## config.mk

```make
export PLATFORM = sky130hd
export DESIGN_NAME = sat_counter
export DESIGN_NICKNAME = d
export VERILOG_FILES = /design/src/rtl/mem_write_checker_sat_counter.sv
export SDC_FILE = /design/constraint.sdc
export NUM_CORES = 1
export LEC_CHECK = 0
export ABC_CLOCK_PERIOD_IN_PS = 2460
export CORE_MARGIN = 10
export CORE_UTILIZATION = 49
export DETAILED_ROUTE_END_ITERATION = 8
export GPL_TIMING_DRIVEN = 0
export PLACE_DENSITY = 0.81
export SETUP_SLACK_MARGIN = 0.15
export SYNTH_ARGS = -nofsm -noshare
export SYNTH_HDL_FRONTEND = slang
export SYNTH_SLANG_ARGS = --single-unit
```

## constraint.sdc

```tcl
create_clock -name clk -period 2.46 [get_ports clk]
set_input_delay 0.369 -clock clk [delete_from_list [all_inputs] [get_ports clk]]
set_output_delay 0.369 -clock clk [all_outputs]
set_load 0.01 [all_outputs]
```

## src/rtl/mem_write_checker_sat_counter.sv

```systemverilog
// Saturating up-counter with synchronous clear; clear has priority over count.
module sat_counter #(
  parameter int WIDTH = 16
) (
  input  logic             clk,
  input  logic             reset,
  input  logic             clr,
  input  logic             en,
  output logic [WIDTH-1:0] q
);

  // Count up while enabled, holding at all-ones instead of wrapping
  always_ff @(posedge clk or posedge reset) begin
    if (reset) begin
      q <= '0;
    end else if (clr) begin
      q <= '0;
    end else if (en && (q != '1)) begin
      q <= q + WIDTH'(1);
    end
  end

endmodule

```

# After elaboration in Yosys (flattened, before gate mapping)
# Cells that the tools add are included.
[totals] ff_bits=16 word_cells=7
[op_classes] n_addsub=1 n_eq_ne=1 n_mux=2 reduce_logical=2
[ops] operator="2-to-1 mux 16 bit" count=2
[ops] operator="adder 16 x 1 -> 16 bit, second input constant" count=1
[ops] operator="inequality test 16 bit, second input constant" count=1
[ops] operator="nonzero test 2 bit" count=1
[ops] operator="logical AND 1 bit" count=1

# Logic depth before layout (Yosys ltp)
[logic_depth] ltp_word=4 mapped_depth=6 depth_no_buf=5

# Least setup slack after synthesis
# No wires, ideal clock.
[synth_path] kind="register to register" startpoint="register q[0]" endpoint="register q[0]" arrival_time_ns=1.698 slack_ns=0.637 stages_incl_launch_ff=7 synth_period_minus_slack_ns=1.823 cell_sequence="dfrtp_1 ha_1 clkbuf_1 nand3_1 nor4_1 nor2b_1 mux2_2"
[synth_via] elab_chain_len=3
[synth_rtl] element="start: declaration" line="9" rtl="output logic [WIDTH-1:0] q"
[synth_rtl] element="start signal: assignment" line="19" rtl="q <= q + WIDTH'(1);"
[synth_rtl] element="adder 16 x 1 -> 16 bit / inequality test 16 bit (equally long branches)" line="19, 18"
[synth_rtl] element="2-to-1 mux 16 bit / logical AND 1 bit (equally long branches)" line="18" rtl="end else if (en && (q != '1)) begin"
[synth_rtl] element="2-to-1 mux 16 bit / nonzero test 2 bit (equally long branches)"
# Parallel ways exist; a longest one is shown, timed or not. The select of a mux whose other input is x is not followed.
# A chain may end at the register's enable or synchronous reset.

# Worst setup path after layout
[layout_path] startpoint="register q[0]" endpoint="register q[12]"
# The elaborated chain is that of the path after synthesis.

==> flow_summary.ini <==
[clock_tree]
clkLatencyLatePin_ps = 290
tritoncts = yes
numCtsBuffers = 3
clock_path_buffers = 2
htreeDepth = 1
numClockSinks = 16
clk_pin_slew_ps = 100
cts_root_buffer = clkbuf_4

[finish]
final_nets = 128
top_regs = q x16
postLayoutCoreUtil_pct = 66.7
post_layout_nonfiller_instances = 147
top_register = q
fillers = 173
drive_above_1_share_pct = 10.7
syn_to_final_growth_pct = 26.2
diodes = 0
largest_reg_flops = 16

[timing]
setup_viol = 0
final.setup.tns_ps = 0
worst_pin_slew_ps = 605
fin_crit_sh_pct = 80.0
final-hold-violation-count = 0
finalCriticalPeriod_ps = 1970
skew_ps = 5.91
rsz0062_at_grt = false
drv_slew = 0
slew_headroom_pct = 59.6
max_freq_mhz = 508

[synth]
synthesis.nets = 106
synth_area_leaders = dfrtp_1 (43%), a21oi_1 (6.4%), or4_1 (4.8%), o31ai_1 (4.0%), or3_1 (4.0%)
synth_edf_count = 0
ys_seq_area_share_pct = 43.0
synth_async_sr_flop_share_pct = 100
synthFlopType = dfrtp_1
synth_top_area_cell = dfrtp_1
synth_warnings = 0
avgSynthCellArea_um2 = 9.23
synth.distinct_cells = 29
syn_inst = 101
synthTopCellsByCount = dfrtp_1 (16), a21oi_1 (12), nand3_1 (7)
synthDominantCellAreaShare_pct = 43.0
yosysMostFrequentCell = dfrtp_1
syn_area_um2 = 932
ys_ff_latch = 16

[floorplan]
die_w_um = 63.6
ios = 20
core-area_um2 = 1760
initial_utilization_pct = 52.8
die_area_um2 = 4050
die_y_um = 63.6
num_rows = 15

[global_routing]
grt_max_degree = 17
grt_pass1_vias = 898
antenna_found_initial = 0
grt-ovfl-total = 0
grt_pass1_wl_um = 3910
grt.total_usage_pct = 11.5

[worst_setup_path]
cp.required_ps = 2680
crit_fanout = 8
start_kind = flop
endpoint_kind = flop
crit_type = flop to flop
cp.arrival_ps = 2180

[placed_design]
dp_hpwl_um = 1670
portBuffers = 17
place.gp.congestion = 0.777
placed_cells = 143

[power_and_ir_drop]
vdd_drop_max_uv = 391
power_leakage_uw = 0.000420
p_per_area_nw_per_um2 = 412
total_power_uw = 485

[routing]
via_per_inst = 6.02
drt_iter0_drc = 26
firstDrtPassIters = 4
via_count = 885
dr_wl_met3_um = 175
drc = 0
ant_nets = 0
top_layer_used = met4
routed_wl_um = 2300
routed-wl-met2_um = 1130
wl_met1_um = 978
wl_per_cell_um = 15.6

[run_status]
run_status = complete, no violations

[min_path]
hold_class = input pin to flop

[job]
drv_cap = 0
-- final cells by class --
class                   instances  area (um2)  area share [%]
inverters                       3        11.3           0.957
repair buffers                 17         170            14.5
flip-flops and latches         16         400            34.0
plain buffers                   4        25.0            2.13
clock buffers                   4        36.3            3.09
multi-input cells              78         502            42.7
well taps                      25        31.3            2.66
-- critical path, cell delays in order (launching register included) --
cell      delay (ps)
dfrtp_1          450
ha_1             170
clkbuf_1         270
nand3_1          110
or4_1            420
or3_1            320
a21oi_1          140
-- routing by layer --
layer  vias up  global-route usage, %
met4         0                   3.55
met2        20                   20.5
met5         -                      0
li1        432                      -
met1       431                   11.5
met3         2                   5.30
-- cell families (layout without fill, tap and decap cells) --
logic type,Yosys count,after routing,synth area share (%)
adder cells (fa/ha/maj),1,1,1.34
AO/OA/AOI/OAI,25,25,15.7
multiplexers,3,3,3.49
buffers and inverters,7,28,3.89
flip-flops,16,16,43.0
AND/OR/NAND/NOR,49,49,32.6
-- path summary, 6_finish.rpt --
check / start / to / slack (ps) / cells after the start
max: q[0]$_DFFE_PP0P_ / q[12]$_DFFE_PP0P_ / 490 / 6
min: clr / q[8]$_DFFE_PP0P_ / 290 / 2
max reg2reg: q[0]$_DFFE_PP0P_ / q[12]$_DFFE_PP0P_ / 490 / 6
min reg2reg: q[14]$_DFFE_PP0P_ / q[14]$_DFFE_PP0P_ / 590 / 2
max in group asynchronous: reset / q[5]$_DFFE_PP0P_ / 1630 / 2
min in group asynchronous: reset / q[0]$_DFFE_PP0P_ / 440 / 2
-- cells in the final DEF (no fill, tap or decap), drive strengths merged --
master,synthesis,layout
mux2,2,2
dlygate4sd1,1,1
a31oi,1,1
nor4,3,3
dfrtp,16,16
nand2,6,6
buf,1,1
nand3,7,7
nor2b,3,3
nor3,4,4
mux2i,1,1
o41ai,2,2
a21oi,12,12
or4,8,8
nand4,5,5
ha,1,1
o31ai,5,5
o21ai,5,5
clkbuf,2,6
nor2,3,3
nand2b,2,2
clkdlybuf4s50,0,17
and4,1,1
or3,7,7
inv,3,3
-- power breakdown --
group / leakage, uW / total (uW) / internal (uW) / switching, uW
Clock: 0.0000210 / 178 / 90.1 / 87.5
Sequential: 0.000222 / 271 / 266 / 5.03
Combinational: 0.000177 / 36.5 / 15.4 / 21.0
Total: 0.000420 / 485 / 372 / 113
-- timing repair --
action,in CTS,in global routing
resized for setup,0,1
hold buffers,0,0
buffers inserted,0,0
hold endpoints to repair,0,0
setup endpoints to repair,0,1
-- per-stage QoR --
step                instance area (um2)  worst slack [ps]  hold WS, ps
floorplan                           932               637          283
global placement                   1130               364          557
detailed placement                 1130               348          559
CTS                                1170               320          287
global route                       1180               359          302
finish                             1180               493          292
Power figures use the tool's default switching activity.
